## src/rtl/id_branch_resolve.sv

```systemverilog
// MIPS ID stage: IF/ID register, 32-entry register file with write-through bypass, and branch/jump resolution.
// Define ID_DELAY_SLOT_EN to keep the instruction after a taken branch; by default it is squashed.
module id_branch_resolve #(
   parameter int WORD = 32,
   parameter int NREG = 32
) (
   input  logic            clk,
   input  logic            reset,
   input  logic [WORD-1:0] IR,
   input  logic [WORD-1:0] nPC,
   input  logic            stall,
   input  logic            RegWrite,
   input  logic [4:0]      WriteReg,
   input  logic [WORD-1:0] WriteData,
   output logic            PCSrc,
   output logic [WORD-1:0] BrDest,
   output logic            id_valid,
   output logic [WORD-1:0] id_nPC,
   output logic [5:0]      opcode,
   output logic [5:0]      funct,
   output logic [4:0]      rs,
   output logic [4:0]      rt,
   output logic [4:0]      rd,
   output logic [WORD-1:0] rdata1,
   output logic [WORD-1:0] rdata2,
   output logic [WORD-1:0] imm_ext
);

   localparam logic [5:0] OP_J   = 6'h02;
   localparam logic [5:0] OP_BEQ = 6'h04;
   localparam logic [5:0] OP_BNE = 6'h05;

   logic [WORD-1:0] id_ir_q, id_ir_d;
   logic [WORD-1:0] id_npc_q, id_npc_d;
   logic            id_valid_q, id_valid_d;
   logic [WORD-1:0] rf_q [NREG];
   logic            taken;

   // IF/ID pipeline register
   always_comb begin
      id_ir_d    = id_ir_q;
      id_npc_d   = id_npc_q;
      id_valid_d = id_valid_q;
      if (!stall) begin
`ifdef ID_DELAY_SLOT_EN
         id_ir_d    = IR;
         id_npc_d   = nPC;
         id_valid_d = 1'b1;
`else
         if (PCSrc) begin
            id_ir_d    = '0;
            id_npc_d   = nPC;
            id_valid_d = 1'b0;
         end else begin
            id_ir_d    = IR;
            id_npc_d   = nPC;
            id_valid_d = 1'b1;
         end
`endif
      end
   end

   always_ff @(posedge clk or negedge reset) begin
      if (!reset) begin
         id_ir_q    <= '0;
         id_npc_q   <= '0;
         id_valid_q <= 1'b0;
      end else begin
         id_ir_q    <= id_ir_d;
         id_npc_q   <= id_npc_d;
         id_valid_q <= id_valid_d;
      end
   end

   // Register file; entry 0 is never written, and reads of r0 are forced to zero anyway.
   always_ff @(posedge clk or negedge reset) begin
      if (!reset) begin
         for (int i = 0; i < NREG; i++) rf_q[i] <= '0;
      end else if (RegWrite && (WriteReg != 5'd0)) begin
         rf_q[WriteReg] <= WriteData;
      end
   end

   assign opcode   = id_ir_q[31:26];
   assign rs       = id_ir_q[25:21];
   assign rt       = id_ir_q[20:16];
   assign rd       = id_ir_q[15:11];
   assign funct    = id_ir_q[5:0];
   assign imm_ext  = {{(WORD-16){id_ir_q[15]}}, id_ir_q[15:0]};
   assign id_nPC   = id_npc_q;
   assign id_valid = id_valid_q;

   // Two read ports (gi=0 -> rs, gi=1 -> rt), each bypassing the same-cycle writeback.
   for (genvar gi = 0; gi < 2; gi++) begin : g_rp
      logic [4:0]      addr;
      logic [WORD-1:0] val;
      assign addr = (gi == 0) ? rs : rt;
      always_comb begin
         val = '0;
         if (addr != 5'd0) begin
            if (RegWrite && (WriteReg == addr)) val = WriteData;
            else                                val = rf_q[addr];
         end
      end
   end

   assign rdata1 = g_rp[0].val;
   assign rdata2 = g_rp[1].val;

   always_comb begin
      taken  = 1'b0;
      BrDest = id_npc_q;
      case (opcode)
         OP_BEQ: begin
            taken  = (rdata1 == rdata2);
            BrDest = id_npc_q + imm_ext;
         end
         OP_BNE: begin
            taken  = (rdata1 != rdata2);
            BrDest = id_npc_q + imm_ext;
         end
         OP_J: begin
            taken  = 1'b1;
            BrDest = {id_npc_q[WORD-1:WORD-6], id_ir_q[25:0]};
         end
         default: begin
            taken  = 1'b0;
            BrDest = id_npc_q;
         end
      endcase
   end

   // A stalled branch keeps its ID contents and redirects once the stall clears.
   assign PCSrc = id_valid_q & taken & ~stall;

endmodule

```

## config.mk

```make
export PLATFORM = sky130hd
export DESIGN_NAME = id_branch_resolve
export DESIGN_NICKNAME = d
export VERILOG_FILES = /design/src/rtl/id_branch_resolve.sv
export SDC_FILE = /design/constraint.sdc
export NUM_CORES = 2
export LEC_CHECK = 0
export ABC_AREA = 1
export CORE_ASPECT_RATIO = 1.2
export CORE_MARGIN = 2
export CORE_UTILIZATION = 50
export CTS_BUF_LIST = sky130_fd_sc_hd__clkbuf_2 sky130_fd_sc_hd__clkbuf_4 sky130_fd_sc_hd__clkbuf_8
export CTS_CLUSTER_SIZE = 25
export DETAILED_ROUTE_END_ITERATION = 10
export PLACE_DENSITY = 0.71
export SLEW_MARGIN = 30
export SYNTH_ARGS = -nofsm -noshare
export SYNTH_HDL_FRONTEND = slang
export SYNTH_SLANG_ARGS = --single-unit
export TNS_END_PERCENT = 10
```

## constraint.sdc

```tcl
create_clock -name clk -period 3.05 [get_ports clk]
set_clock_uncertainty 0.2 [all_clocks]
set_input_delay 0.61 -clock clk [delete_from_list [all_inputs] [get_ports clk]]
set_output_delay 0.61 -clock clk [all_outputs]
set_load 0.05 [all_outputs]
```

# --- Word-level counts from Yosys, hierarchy flattened ---
# Index checks and enable logic that the tools add are counted.
word_totals:
  word_cells: 78
  out_inout_bits: 189
  register_bits: 1089
op_classes:
  bitwise_logic: 6
  n_mux: 17
  n_addsub: 1
  reduce_logical: 8
  n_eq_ne: 7
  n_lt_le_gt_ge: 4
ops:
  columns: ["cell", "n"]
  rows:
  - ["$bwmux W1024", 1]
  - ["$bmux W32 S5", 2]
  - ["$mux W32", 10]
  - ["$demux W32 S5", 1]
  - ["$pmux W32 S2", 1]
  - ["$add A32 B32 Y32", 1]
  - ["$eq A32 B32 Y1", 1]
  - ["$ne A32 B32 Y1", 1]
  - ["$ge A6 B6 Y1 const B", 3]
  - ["$not A5 Y6", 3]
  - ["$reduce_bool A5 Y1", 3]
  - ["$eq A6 B3 Y1 const B", 2]
  - ["$eq A5 B5 Y1", 2]
  - ["$eq A6 B2 Y1 const B", 1]
  - ["$lt A6 B1 Y1 const B", 1]
  - ["$logic_and A1 B1 Y1", 4]
  - ["$pmux W1 S3", 1]
  - ["$and A1 B1 Y1", 2]
  - ["$reduce_or A2 Y1", 1]
  - ["$mux W1", 1]
  - ["$not A1 Y1", 1]

# --- Longest topological paths before layout ---
logic_depth:
  depth_word: 11
  mapped_depth: 27
  ltp_nobuf: 24

# --- Least setup slack after synthesis ---
# Ideal clock, no wire load.
synth_path:
  path_type: "register to output"
  from: "reg id_npc_q[0], in the netlist id_nPC[0]"
  to: "out BrDest[30]"
  arrival_time_ps: 3719
  path_slack_ps: -1479
  path_buffers: 0
  path_stages_with_launch: 22
  cell_sequence: "dfrtp_1 -> ha_1 -> fa_1 -> nand2_1 -> nand2_1 -> nand2_1 -> nand2_1 -> nand2_1 -> nand2_1 -> a21oi_1 -> inv_1 -> a21oi_1 -> inv_1 -> a21oi_1 -> inv_1 -> nand2_1 -> o211ai_1 -> nand2_1 -> nand4_1 -> nand2_1 -> nand2_1 -> o21ai_0"
synth_between:
  elab_chain_cells: 2
synth_lines:
  columns: ["item", "line_no", "text"]
  rows:
  - ["start: declaration", "34", "logic [WORD-1:0] id_npc_q, id_npc_d;"]
  - ["start signal: assignment", "70", "id_npc_q <= id_npc_d;"]
  - ["$add A32 B32 Y32", "116, 120", null]
  - ["$pmux W32 S2", "113", "case (opcode)"]
  - ["end: declaration", "16", "output logic [WORD-1:0] BrDest,"]
# Every way passes these cells.

# --- Final worst setup path ---
layout_path:
  from: "reg id_ir_q[22]"
  to: "out PCSrc"
layout_between:
  elab_chain_cells: 10
  elab_cells_between_ends: 14
layout_lines:
  columns: ["item", "line_no", "text"]
  rows:
  - ["start: declaration", "33", "logic [WORD-1:0] id_ir_q, id_ir_d;"]
  - ["start signal: assignment", "69", "id_ir_q <= id_ir_d;"]
  - ["$not A5 Y6 (implied by the code)", "102", "else val = rf_q[addr];"]
  - ["$bmux W32 S5", "102", null]
  - ["$mux W32 (implied by the code) (2 in a row)", "102", null]
  - ["$mux W32", "101", "if (RegWrite && (WriteReg == addr)) val = WriteData;"]
  - ["$mux W32 *", "100", "if (addr != 5'd0) begin"]
  - ["$ne A32 B32 Y1 / $eq A32 B32 Y1 (equally long branches)", "119, 115", null]
  - ["$pmux W1 S3 *", "113", null]
  - ["$and A1 B1 Y1 * (2 in a row)", "134", "assign PCSrc = id_valid_q & taken & ~stall;"]
  - ["end: declaration", "15", "output logic PCSrc,"]
# Mark *: on every way between the ends. The rest lies on a longest branch, timed or not. The select of a mux whose other input is x is not followed.

==> metrics.csv <==
metric,value,unit
fin crit share,167,%
Final setup viols,132,
synth unique cells,44,
Rel. slew slack,48.7,%
dominant cells by area after synthesis,"dfrtp_1 43%, nand2_1 19%, o21ai_0 9.9%",
reg2reg setup slack,-860,ps
Setup Crit Path Kind,flop to output port,
status,"finished, violations left",
internal power,33.0,mW
Hold Startpoint,nPC[23],
# port buffers,293,
die area,131000,um^2
Syn Std Cell Area,64000,um^2
1st-pass router iterations,9,
FF-to-FF End,id_ir_q[12]$_DFFE_PN0N_,
worst skew pair latency,980,ps
Nets,10300,
CTS buffer count,178,
GPL Wtd Cong,1.01,
Synth Register Bits,1089,
Synth top area share,42.6,%
sequential power share,35.8,%
worst-margin pin slew,772,ps
failing checks,setup timing,
clock sink count,1089,
syn_area_per_cell,6.86,um^2
clk slew on worst S/H paths,60,ps
WP data arrival,4280,ps
worst vdd ir,0.545,mV
I/O Pins,294,
CTS tree,built,
Hold Crit Class,input pin to flop,
layout cells sized above 1,19.9,%
power share of the clock group,27.9,%
initial antenna violation count,8,
Crit path required time,2240,ps
final slew viol count,0,
Die Height,396,um
Sw Share,37.7,%
grt total ovfl,0,
vias in the first global route,68300,
Vias per Instance,6.09,
Crit. Startpoint,id_ir_q[22]$_DFFE_PN0N_,
clock tree buffer depth,3,
initial DRC count,10900,
Final Critical Period,5090,ps
RR Startpoint,id_ir_q[22]$_DFFE_PN0N_,
number of synthesized flops with an enable pin,0,
DP HPWL,182000,um
H-tree depth,4,
setup TNS,-135650,ps
Max Freq,196,MHz
Setup crit end,PCSrc,
"Top FF cell, synth",dfrtp_1,
sw power,20.0,mW
"critical path fanouts, max",7,
Total Power,53.0,mW
Final Hold Fails,0,
Pwr Density,626,nW/um^2
GRT Resource Usage Total,43.2,%
fin worst setup slack,-2040,ps
pin count of the biggest net entering global routing,88,
cell count after synthesis,9328,
WL final,290000,um
post-DR wirelength/cell,24.2,um
sequential share of the synthesized area,42.6,%
starting utilization of the core area,50.4,%
CP endpoint kind,output port,
area delta synth->final,32.3,%
Site Rows,143,
Syn. warnings,0,
number of remaining DRC errors,0,
Synth async-reset ratio,100,%
R2R cell count,25,
first-pass GRT wire length,426000,um
Root Buffer Master,clkbuf_8,
Syn Nets,9465,
Leak Pwr,41.0,nW
Worst setup SP type,flop,
ANT nets after route,0,
Comb pwr share,36.3,%
unrepaired setup endpoints after global routing,true,
Core Area,127000,um^2
die width,330,um
"area leader, netlist",dfrtp_1,
max-cap violation count,0,
Vias,72900,
-- cell type report --
type,instances,area (um^2)
inverter,674,2640
tap,1667,2090
sequential,1089,27300
fill,10600,42300
clock buffer,282,3600
antenna,6,15.0
clock inverter,41,474
multi-input combinational,6777,32500
timing repair buffer,1428,15900
timing repair inverter,2,60.1
-- kinds of logic (layout without fill, tap and decap cells) --
group	after synthesis	after routing	share of synthesized area, %
other	0	6	0
and+or+nand+nor	4793	4793	30.4
AOI/OAI and AO/OA	1946	1946	16.6
xor gates and xnor gates	6	6	0.0822
buffers and inverters	1462	2427	9.58
adders and majority gates	32	32	0.638
DFF	1089	1089	42.6
-- metal layers --
layer / GRT usage, % / routed length, um
met4: 28.4 / 22100
met5: 0 / 34
met2: 62.2 / 122000
met3: 13.2 / 41800
met1: 55.8 / 105000
-- cell usage after synthesis (3+ instances only) --
cell	count
o21ai_1	3
o211ai_1	327
a21oi_1	312
or2_2	46
nand2_1	3166
a21boi_0	3
clkbuf_1	412
ha_1	31
buf_4	50
buf_1	49
dfrtp_1	1089
o21ai_0	1269
buf_2	260
buf_6	16
nor2_1	543
inv_2	13
o21bai_1	3
o22ai_1	4
inv_1	650
clkinv_1	10
nand3_1	1000
a21o_1	10
a31oi_1	4
nand4_1	9
xor2_1	6
and3_1	3
nor3_1	16
-- metrics by stage --
step	cells	cell area (um^2)	hold slack (ps)	util (%)	setup slack [ps]
after detailed placement	11500	76400	185	60.2	-1510
after CTS	11900	82900	1.99	65.4	-1990
after floorplan	9328	64400	114	-	-868
after global routing	12000	84600	44.3	66.7	-2140
after global placement	11500	76400	186	60.2	-1510
final	12000	84600	43.9	66.7	-2040
-- placed cells by master, fill, tap and decap left out, drive strengths merged, types with 4 or more instances in the layout --
| cell | Yosys | final |
|---|---|---|
| a21o | 10 | 10 |
| a21oi | 314 | 314 |
| a31oi | 4 | 4 |
| buf | 375 | 1198 |
| bufinv | 0 | 9 |
| clkbuf | 413 | 300 |
| clkdlybuf4s50 | 0 | 105 |
| clkinv | 10 | 36 |
| clkinvlp | 0 | 10 |
| dfrtp | 1089 | 1089 |
| diode | 0 | 6 |
| dlygate4sd2 | 0 | 59 |
| dlygate4sd3 | 0 | 41 |
| dlymetal6s2s | 0 | 4 |
| ha | 31 | 31 |
| inv | 664 | 662 |
| nand2 | 3167 | 3167 |
| nand3 | 1002 | 1002 |
| nand4 | 10 | 10 |
| nor2 | 546 | 546 |
| nor3 | 16 | 16 |
| o211ai | 327 | 327 |
| o21ai | 1272 | 1272 |
| o22ai | 4 | 4 |
| or2 | 46 | 46 |
| xor2 | 6 | 6 |
-- power by group through the flow --
| stage | registers [mW] | clock network, mW | logic, mW |
|---|---|---|---|
| after global placement | 18.9 | 0 | 16.8 |
| after global routing | 19.2 | 15.5 | 20.6 |
| final | 18.9 | 14.8 | 19.2 |
| after floorplan | 18.9 | 0 | 9.55 |
| after CTS | 18.8 | 14.8 | 18.0 |
| after detailed placement | 19.0 | 0 | 17.1 |
-- how the worst min path moves through the flow --
stage / endpoint / slack (ps) / cells past startpoint
after floorplan: id_ir_q[0]$_DFFE_PN0N_ / 110 / 0
after global routing: id_ir_q[16]$_DFFE_PN0N_ / 40 / 3
after detailed placement: rf_q[1000]$_DFFE_PN0P_ / 180 / 0
after CTS: id_ir_q[29]$_DFFE_PN0N_ / 2 / 3
final: id_nPC[23]$_DFFE_PN0N_ / 40 / 3
after global placement: rf_q[1013]$_DFFE_PN0P_ / 190 / 0
-- registers in the layout (all words and copies together) (netlist names) --
signal    cells
id_ir_q      32
rf_q       1024
id_valid      1
id_nPC       32
-- worst max-delay path, cell delays in order, from the launching register on --
cell,delay (ps)
dfrtp_4,580
inv_6,120
nor2_4,60
buf_12,170
buf_4,190
nand2_1,70
nor2_1,40
nor2_1,150
nand2_1,110
nand3_1,160
nand2_4,80
buf_4,150
a21oi_4,120
nand3_1,90
nand2_1,80
nand3_1,80
nor2_2,190
nand2_2,110
nor2_4,110
nand2_1,80
nand2_2,90
nand3_4,110
nand2_4,110
clkinvlp_4,110
buf_12,160
-- timing repair --
item,CTS,global route
buffers inserted,60,31
pin swaps,75,102
endpoints found under the hold margin,445,0
cloned,16,16
endpoints found under the setup margin,213,148
resized for setup,493,341
hold buffers,42,0
Power figures use the tool's default switching activity.
